File: config.mk
export PLATFORM = sky130hd
export DESIGN_NAME = bcd_field_counter
export DESIGN_NICKNAME = d
export VERILOG_FILES = /design/src/rtl/bcd_field_counter_pkg.sv /design/src/rtl/bcd_field_counter_digit.sv /design/src/rtl/bcd_field_counter.sv
export SDC_FILE = /design/constraint.sdc
export NUM_CORES = 1
export LEC_CHECK = 0
export ABC_AREA = 1
export BUFFER_PORTS_ARGS = -buffer_cell sky130_fd_sc_hd__buf_2
export CAP_MARGIN = 10
export CORE_MARGIN = 5
export CORE_UTILIZATION = 55
export DETAILED_ROUTE_END_ITERATION = 10
export PLACE_DENSITY = 0.79
export SETUP_SLACK_MARGIN = 0.3
export SLEW_MARGIN = 20
export SYNTH_ARGS = -nofsm -noshare
export SYNTH_HDL_FRONTEND = slang
export SYNTH_SLANG_ARGS = --single-unit
File: constraint.sdc
create_clock -name clk -period 5.15 [get_ports clk]
set_clock_uncertainty 0.15 [all_clocks]
set_input_delay 0.2575 -clock clk [delete_from_list [all_inputs] [get_ports clk]]
set_output_delay 0.2575 -clock clk [all_outputs]
set_load 0.005 [all_outputs]
File: src/rtl/bcd_field_counter_pkg.sv
// Shared constants and helpers for two-digit BCD counting fields.
package bcd_field_counter_pkg;

   localparam int unsigned BCD_DIGIT_W       = 4;
   localparam int unsigned BCD_DIGIT_MAX     = 9;
   localparam int unsigned SEC_MIN_MAX_VALUE = 59;
   localparam int unsigned HOURS_MAX_VALUE   = 23;

   typedef struct packed {
      logic [BCD_DIGIT_W-1:0] tens;
      logic [BCD_DIGIT_W-1:0] ones;
   } bcd_pair_t;

   // Split a 0..99 value into its tens/ones digits.
   function automatic bcd_pair_t to_bcd_pair(input int unsigned value);
      bcd_pair_t r;
      r.tens = BCD_DIGIT_W'(value / 10);
      r.ones = BCD_DIGIT_W'(value % 10);
      return r;
   endfunction

endpackage

File: src/rtl/bcd_field_counter_digit.sv
// Single mod-10 up/down BCD digit with load, programmable wrap limit and terminal count.
module bcd_digit
   import bcd_field_counter_pkg::*;
#(
   parameter logic [3:0] RESET_DIGIT = 4'd0
) (
   input  logic                   clk,
   input  logic                   reset,
   input  logic                   i_en,
   input  logic                   i_dec,
   input  logic [BCD_DIGIT_W-1:0] i_limit,
   input  logic [BCD_DIGIT_W-1:0] i_wrap_val,
   input  logic                   i_ld,
   input  logic [BCD_DIGIT_W-1:0] i_ld_val,
   output logic [BCD_DIGIT_W-1:0] o_digit,
   output logic                   o_tc
);

   logic [BCD_DIGIT_W-1:0] r_digit;
   logic [BCD_DIGIT_W-1:0] w_next;

   // Terminal count: at the up limit when counting up, at zero when counting down.
   assign o_tc = i_dec ? (r_digit == '0) : (r_digit == i_limit);

   always_comb begin
      w_next = r_digit;
      if (i_ld) begin
         w_next = i_ld_val;
      end else if (i_en) begin
         if (i_dec) begin
            w_next = o_tc ? i_wrap_val : r_digit - BCD_DIGIT_W'(1);
         end else begin
            w_next = o_tc ? '0 : r_digit + BCD_DIGIT_W'(1);
         end
      end
   end

   always_ff @(posedge clk or posedge reset) begin
      if (reset) begin
         r_digit <= RESET_DIGIT;
      end else begin
         r_digit <= w_next;
      end
   end

   assign o_digit = r_digit;

endmodule

File: src/rtl/bcd_field_counter.sv
// Two-digit BCD field (e.g. seconds/minutes/hours) with load, up/down count and cascade pulses.
module bcd_field_counter
   import bcd_field_counter_pkg::*;
#(
   parameter int unsigned MAX_VALUE   = SEC_MIN_MAX_VALUE,
   parameter int unsigned RESET_VALUE = 0
) (
   input  logic       clk,
   input  logic       reset,
   input  logic       en,
   input  logic       dec,
   input  logic       ld,
   input  logic [3:0] ld_tens,
   input  logic [3:0] ld_ones,
   output logic [3:0] tens,
   output logic [3:0] ones,
   output logic       carry,
   output logic       borrow,
   output logic       ld_err
);

   if (MAX_VALUE < 1 || MAX_VALUE > 99) begin : g_bad_max_value
      $error("bcd_field_counter: MAX_VALUE must be in 1..99");
   end
   if (RESET_VALUE > MAX_VALUE) begin : g_bad_reset_value
      $error("bcd_field_counter: RESET_VALUE must not exceed MAX_VALUE");
   end

   localparam bcd_pair_t MAX_BCD   = to_bcd_pair(MAX_VALUE);
   localparam bcd_pair_t RESET_BCD = to_bcd_pair(RESET_VALUE);

   logic       w_step;
   logic       w_ones_tc;
   logic       w_tens_tc;
   logic       w_tens_en;
   logic       w_field_tc;
   logic       w_ld_ok;
   logic       w_ld_apply;
   logic [7:0] w_ld_value;
   logic [3:0] w_ones_limit;
   logic [3:0] w_ones_wrap_val;
   logic       r_ld_err;

   assign w_ld_value = 8'(ld_tens) * 8'd10 + 8'(ld_ones);
   assign w_ld_ok    = (ld_tens <= 4'(BCD_DIGIT_MAX)) && (ld_ones <= 4'(BCD_DIGIT_MAX))
                       && (w_ld_value <= 8'(MAX_VALUE));
   assign w_ld_apply = ld & w_ld_ok;
   assign w_step     = en & ~ld;

   // Tens terminal count selects the short ones range in the top decade / bottom wrap.
   assign w_ones_limit    = w_tens_tc ? MAX_BCD.ones : 4'(BCD_DIGIT_MAX);
   assign w_ones_wrap_val = w_tens_tc ? MAX_BCD.ones : 4'(BCD_DIGIT_MAX);
   assign w_tens_en       = w_step & w_ones_tc;
   assign w_field_tc      = w_ones_tc & w_tens_tc;

   bcd_digit #(
      .RESET_DIGIT (RESET_BCD.ones)
   ) u_ones (
      .clk        (clk),
      .reset      (reset),
      .i_en       (w_step),
      .i_dec      (dec),
      .i_limit    (w_ones_limit),
      .i_wrap_val (w_ones_wrap_val),
      .i_ld       (w_ld_apply),
      .i_ld_val   (ld_ones),
      .o_digit    (ones),
      .o_tc       (w_ones_tc)
   );

   bcd_digit #(
      .RESET_DIGIT (RESET_BCD.tens)
   ) u_tens (
      .clk        (clk),
      .reset      (reset),
      .i_en       (w_tens_en),
      .i_dec      (dec),
      .i_limit    (MAX_BCD.tens),
      .i_wrap_val (MAX_BCD.tens),
      .i_ld       (w_ld_apply),
      .i_ld_val   (ld_tens),
      .o_digit    (tens),
      .o_tc       (w_tens_tc)
   );

   // Zero-latency cascade pulses, forced low during reset.
   assign carry  = ~reset & w_step & ~dec & w_field_tc;
   assign borrow = ~reset & w_step &  dec & w_field_tc;

   always_ff @(posedge clk or posedge reset) begin
      if (reset) begin
         r_ld_err <= 1'b0;
      end else begin
         r_ld_err <= ld & ~w_ld_ok;
      end
   end

   assign ld_err = r_ld_err;

endmodule

==> summary.md, run 1 <==
| Metric | Value |
|---|---|
| CP Cell Sequence | `buf_2 > ha_1 > ha_1 > fa_1 > nand2_1 > clkinv_1 > nand4_1 > nand2_1 > nand2_1 > nand2_1 > nand4_2 > inv_1 > nand2_1 > nand2_1 > nor2_2` |
| Post-CTS Hold Fix Bufs | `1` |
| Min Hold Slack | `0.0810 ns` |
| Area of the die | `3120 sq um` |
| Final-report max-slew violation count | `0` |
| Pwr dens | `357 nW/um^2` |
| Post-DP HPWL | `2300 um` |
| First-pass GRT wire length | `4630 um` |
| Register area share after synthesis | `0.195` |
| Kind of end point of the critical path | `flop` |
| Final std cells w/o fill | `225` |
| Number of synthesized flops with an enable pin | `0` |
| CTS tree | `done` |
| Wirelength, routed | `2780 um` |
| Core Footprint | `1980 sq um` |
| Worst path depth | `15` |
| Skew-Pair Late Insertion Delay | `0.26 ns` |
| Clk buf depth | `2` |
| Setup TNS | `0 ns` |
| Root buf cell | `clkbuf_4` |
| DP Cell Count | `220` |
| # DRC | `0` |
| Synth warn | `0` |
| Wire length per cell | `12.4 um` |
| Setup-failing EPs final | `0` |
| Min-Delay Path Class | `in2reg` |
| Cts bufs inserted | `3` |
| GR Util met1 | `0.204` |
| Max_slew headroom | `0.773` |
| Syn Inst Count | `172` |
| Met3 GRT Util | `0.0139` |
| DR pass1 iterations | `5` |
| Worst-path clk slew | `0.06 ns` |
| IO Pins | `24` |
| Via count | `1263` |
| Top Family by Delay on Critical Path | `adder cells` |
| Final Hold Vio Count | `0` |
| Final period util | `0.521` |
| Fin util | `0.668` |
| # Max-Cap Violations | `0` |
| Leakage power | `0.757 nW` |
| H-tree lvl count | `1` |
| Tot GR Track Use | `0.176` |
| GP Congestion | `0.854` |
| Maximum vdd drop | `0.183 mV` |
| Min Tclk post-route | `2.68 ns` |
| Met2 Usage GRT | `0.321` |
| Setup CP Type | `in2reg` |
| Post-Synthesis Net Count | `200` |
| Flops & latches, synth | `9` |
| Most frequently used flop master after synthesis | `dfrtp_1` |
| Die height | `55.9 um` |
| Hold path depth | `3` |
| Crit-path slowest cell | `fa_1` |
| Filler cells | `187` |
| Post-Syn Area | `1160 sq um` |
| Synth cell count leaders | `nand2_1, inv_1, nand3_1` |
| DR vias/cell | `5.61` |
| Clk sink count | `9` |
| Resized cells post-CTS | `0` |
| Area Growth Syn to Fin | `14.4%` |
| Port-buffer cells | `23` |
| Post-synth top area cell | `dfrtp_1` |
| Site Rows | `16` |
| Required @ worst endpoint | `5.15 ns` |
| Setup bufs post-CTS | `0` |
| Vias in the first global route | `1156` |
| WP data arrival | `2.68 ns` |
| Crit-path max FO | `12` |
| Status | `finished clean` |
| Power, Total | `0.473 mW` |
| Largest net degree at the start of global routing | `13` |
| Critical Path Max Stage Delay | `0.57 ns` |
| Top-count cell post-synth | `nand2_1` |
| Post-synthesis async set-or-reset flop share | `1.00` |
| Fmax | `372 MHz` |
| Synth cell types | `26` |
| Synth top area cells | `dfrtp_1, nand2_1, ha_1` |
| Top cell type's share of synthesized area | `0.195` |
| Busiest grt layer | `met2` |
| RSZ-0062 raised after global routing | `false` |
| FF-to-FF path depth | `9` |
| Syn Area/Cell | `6.73 sq um` |
| Setup crit start kind | `input port` |
| Nets@finish | `227` |
| Starting DRC count in detailed routing | `70` |
| ANT cells | `0` |
| Gr ovfl total | `0` |
| Final ANT Viol Nets | `0` |
| Initial core utilization | `0.584` |
| CP bufs+invs | `3` |
| Layout cells sized above 1 | `0.197` |
| CP dominant cell by count | `nand2_1` |
| Worst-margin pin slew | `0.341 ns` |
| Die width | `55.9 um` |
| Initial antenna violation count | `0` |
-- per-layer routing --
metal / part of all wire / routed length [um] / up-vias
met4: 0.027 / 76 / 0
li1: - / - / 624
met1: 0.41 / 1140 / 569
met3: 0.064 / 177 / 13
met2: 0.50 / 1390 / 57
met5: 0 / 0 / -
-- worst paths after layout --
path,startpoint,slack [ns],to
worst max-delay path,ld_tens[1],2.47,u_tens.o_digit[1]
worst min-delay path,ld_ones[0],0.08,u_ones.o_digit[0]
worst max register to register,u_ones.o_digit[1],3.15,u_tens.o_digit[1]
worst min register to register,u_tens.o_digit[3],0.45,u_tens.o_digit[3]
max in group asynchronous,reset,4.23,u_tens.o_digit[3]
min in group asynchronous,reset,0.37,u_tens.o_digit[1]
-- state kept, by name (all words and copies together) (netlist names) --
name / count
ld_err: 1
u_ones.o_digit: 4
u_tens.o_digit: 4
-- cell usage in the layout (no fill, tap or decap), drive strengths merged --
master,n
fa,2
ha,13
or2,1
nor2,9
nand3,23
o211ai,1
clkbuf,4
xor2,4
a21oi,5
o21a,1
clkinv,1
dfrtp,9
nand2,50
o21ai,7
buf,23
dlygate4sd3,1
nor4,2
o31ai,1
o2111ai,1
nand4,13
inv,27
-- stage by stage --
stage,worst slack [ns],cell area [sq um]
3_3_place_gp,2.29,1290
4_1_cts,2.47,1320
5_1_grt,2.28,1320
6_report,2.47,1320
2_1_floorplan,2.73,1160
3_5_place_dp,2.21,1290
-- area by class of cell --
class,instances,area (sq um),area share
Clock buffer,4,26.3,0.0198
Inverter,28,105,0.0794
Multi-Input combinational cell,133,808,0.611
Sequential cell,9,225,0.170
Tap cell,27,33.8,0.0255
Timing Repair Buffer,24,125,0.0945
-- where the power goes --
group          internal [mW]  switching, mW  total (mW)
Combinational          0.113          0.153       0.265
Sequential             0.101         0.0530       0.154
Clock                 0.0298         0.0242      0.0541
-- worst reg2reg max path: cells and delay by family (launching register included) --
kind                       cells  cell delay (ns)
adders and majority gates      1             0.18
and+or+nand+nor                4             0.55
buffers and inverters          3             0.38
DFF                            1             0.45
AOI/OAI and AO/OA              1             0.19
-- cell families (layout without fill, tap and decap cells) --
family | count (synthesis) | after routing | share of synthesized area
buf+inv | 30 | 56 | 0.107
flops | 9 | 9 | 0.195
compound gates | 16 | 16 | 0.0822
fa+ha+maj | 15 | 15 | 0.175
xor+xnor | 4 | 4 | 0.0303
simple gates | 98 | 98 | 0.411
(Power assumes the default switching activity.)
==> inputs of run 2 (changes only) <==
--- a/config.mk
+++ b/config.mk
@@ -9,9 +9,9 @@
 export BUFFER_PORTS_ARGS = -buffer_cell sky130_fd_sc_hd__buf_2
 export CAP_MARGIN = 10
 export CORE_MARGIN = 5
-export CORE_UTILIZATION = 55
+export CORE_UTILIZATION = 54
 export DETAILED_ROUTE_END_ITERATION = 10
-export PLACE_DENSITY = 0.79
+export PLACE_DENSITY = 0.78
 export SETUP_SLACK_MARGIN = 0.3
 export SLEW_MARGIN = 20
 export SYNTH_ARGS = -nofsm -noshare
==> constraint.sdc (replaced) <==
create_clock -name clk -period 2.75 [get_ports clk]
set_clock_uncertainty 0.15 [all_clocks]
set_input_delay 0.1375 -clock clk [delete_from_list [all_inputs] [get_ports clk]]
set_output_delay 0.1375 -clock clk [all_outputs]
set_load 0.005 [all_outputs]
==> run 2 against run 1 <==
- worst hold slack worse by 0.072 ns
- sequential share of layout area is 0.83 points lower
- clock power increased by 85%
- critical path type unchanged
- critical endpoint is now u_tens.o_digit[3]
- largest power group unchanged
==> summary.md, run 2 (same netlist as run 1, synthesis figures left out) <==
| Metric | Value |
|---|---|
| Status | `finished clean (unchanged)` |
| DR vias/cell | `5.37 (was 5.61)` |
| Final-report max-slew violation count | `0 (unchanged)` |
| Maximum vdd drop | `0.329 mV (was 0.183 mV)` |
| Die height | `56.3 um (was 55.9 um)` |
| Wire length per cell | `12.6 um (was 12.4 um)` |
| Largest net degree at the start of global routing | `12 (was 13)` |
| Setup CP Type | `in2reg (unchanged)` |
| Final ANT Viol Nets | `0 (unchanged)` |
| Most frequent cells in the layout | `nand2_1, inv_1, buf_2 (unchanged)` |
| Post-DP HPWL | `2320 um (was 2300 um)` |
| Fin util | `0.695 (was 0.668)` |
| CTS tree | `done (unchanged)` |
| Busiest grt layer | `met2 (unchanged)` |
| Filler cells | `171 (was 187)` |
| H-tree lvl count | `1 (unchanged)` |
| Footprint of the multi-input gates | `830 sq um (was 808 sq um)` |
| Met2 Usage GRT | `0.334 (was 0.321)` |
| GP Congestion | `0.906 (was 0.854)` |
| First-pass GRT wire length | `4860 um (was 4630 um)` |
| Setup bufs post-CTS | `0 (unchanged)` |
| Switching Share | `0.480 (was 0.486)` |
| Min Tclk post-route | `2.28 ns` |
| Worst-path clk slew | `0.06 ns (about the same)` |
| Site Rows | `16 (unchanged)` |
| Initial antenna violation count | `0 (unchanged)` |
| Leakage power | `0.777 nW (was 0.757 nW)` |
| RSZ-0062 raised after global routing | `false (unchanged)` |
| Clock Power Share | `0.112 (was 0.114)` |
| Reg power frac | `0.317 (was 0.325)` |
| # Max-Cap Violations | `0 (unchanged)` |
| Skew-Pair Late Insertion Delay | `0.26 ns (about the same)` |
| Final Hold Vio Count | `0 (unchanged)` |
| DR pass1 iterations | `4 (was 5)` |
| Die width | `56.3 um (was 55.9 um)` |
| Sequential Area | `225 sq um (unchanged)` |
| Crit-path max FO | `7 (was 12)` |
| Worst-margin pin slew | `0.340 ns (was 0.341 ns)` |
| Via count | `1236 (was 1263)` |
| Port-buffer cells | `23 (unchanged)` |
| Cts bufs inserted | `3 (unchanged)` |
| Wirelength, routed | `2900 um (was 2780 um)` |
| Final period util | `0.827` |
| Max_slew headroom | `0.773 (about the same)` |
| Min-Delay Path Class | `in2reg (unchanged)` |
| GR Util met1 | `0.219 (was 0.204)` |
| Core Footprint | `2000 sq um (was 1980 sq um)` |
| Gate power share | `0.571 (was 0.561)` |
| Gr ovfl total | `0 (unchanged)` |
| Layout cells sized above 1 | `0.222 (was 0.197)` |
| Clk buf depth | `2 (unchanged)` |
| IO Pins | `24 (unchanged)` |
| Nets@finish | `232 (was 227)` |
| Setup-failing EPs final | `0 (unchanged)` |
| Tot GR Track Use | `0.186 (was 0.176)` |
| Required @ worst endpoint | `2.75 ns (was 5.15 ns)` |
| Area Growth Syn to Fin | `20.2% (was 14.4%)` |
| WP data arrival | `2.28 ns (was 2.68 ns)` |
| Min Hold Slack | `0.00908 ns (was 0.0810 ns)` |
| Root buf cell | `clkbuf_4 (unchanged)` |
| P_int | `0.464 mW (was 0.243 mW)` |
| Clk sink count | `9 (unchanged)` |
| Power, Total | `0.892 mW (was 0.473 mW)` |
| Kind of end point of the critical path | `flop (unchanged)` |
| # DRC | `0 (unchanged)` |
| Setup crit start kind | `input port (unchanged)` |
| Setup TNS | `0 ns (unchanged)` |
| Area of the die | `3170 sq um (was 3120 sq um)` |
| Fmax | `440 MHz` |
| ANT cells | `0 (unchanged)` |
| Commonest non-fill, non-tap cell in the layout | `nand2_1 (unchanged)` |
| Starting DRC count in detailed routing | `41 (was 70)` |
| Initial core utilization | `0.578 (was 0.584)` |
| Pwr dens | `641 nW/um^2 (was 357 nW/um^2)` |
| Met3 GRT Util | `0.0161 (was 0.0139)` |
| P_sw | `0.429 mW (was 0.230 mW)` |
| Vias in the first global route | `1196 (was 1156)` |
## run 2: area by class of cell
cell class | count | area share
multi-input cells | 133 | 0.596
repair buffers | 29 | 0.123
clock buffers | 4 | 0.0189
well taps | 27 | 0.0243
flip-flops and latches | 9 | 0.162
inverters | 28 | 0.0755
## run 2: final timing paths
kind	startpoint	endpoint	slack, ns	cells past startpoint
worst max-delay path	ld_ones[3]	u_tens.o_digit[3]	0.47	12
worst min-delay path	ld_ones[1]	u_ones.o_digit[1]	0.009	3
worst max register to register	u_ones.o_digit[1]	u_tens.o_digit[1]	0.80	9
worst min register to register	u_tens.o_digit[3]	u_tens.o_digit[3]	0.44	2
max in group asynchronous	reset	u_ones.o_digit[0]	1.95	3
min in group asynchronous	reset	u_tens.o_digit[2]	0.25	3
## run 2: critical path, stage by stage
cell,delay (ns)
dlygate4sd3_1,0.53
buf_2,0.14
ha_1,0.40
a21oi_2,0.19
nand2_1,0.07
a21oi_1,0.14
nand2_1,0.15
nand4_2,0.14
buf_2,0.18
nand2_2,0.07
nor2_2,0.10
nor2_2,0.04
## run 2: layer usage
layer,vias to the layer above,wire [um]
met5,-,0
met4,0,38
met3,4,137
met2,42,1490
met1,552,1230
li1,638,-
## run 2: power by group through the flow
stage	combinational (mW)	sequential [mW]	clock [mW]
2_1_floorplan	0.345	0.272	0
3_3_place_gp	0.475	0.280	0
3_5_place_dp	0.494	0.284	0
4_1_cts	0.503	0.281	0.104
5_1_grt	0.583	0.298	0.107
6_report	0.509	0.283	0.100
## run 2: what timing repair did
| action | CTS | global route |
|---|---|---|
| resized for setup | 0 | 5 |
| hold endpoints to repair | 12 | 0 |
| hold buffers | 4 | 0 |
| endpoints found under the setup margin | 0 | 8 |
## run 2: per-stage QoR
step / area (sq um) / std cells / worst slack [ns]
finish: 1390 / 230 / 0.475
CTS: 1360 / 229 / 0.399
global route: 1390 / 230 / 0.315
floorplan: 1160 / 172 / 0.454
detailed placement: 1290 / 221 / 0.128
global placement: 1290 / 221 / 0.216
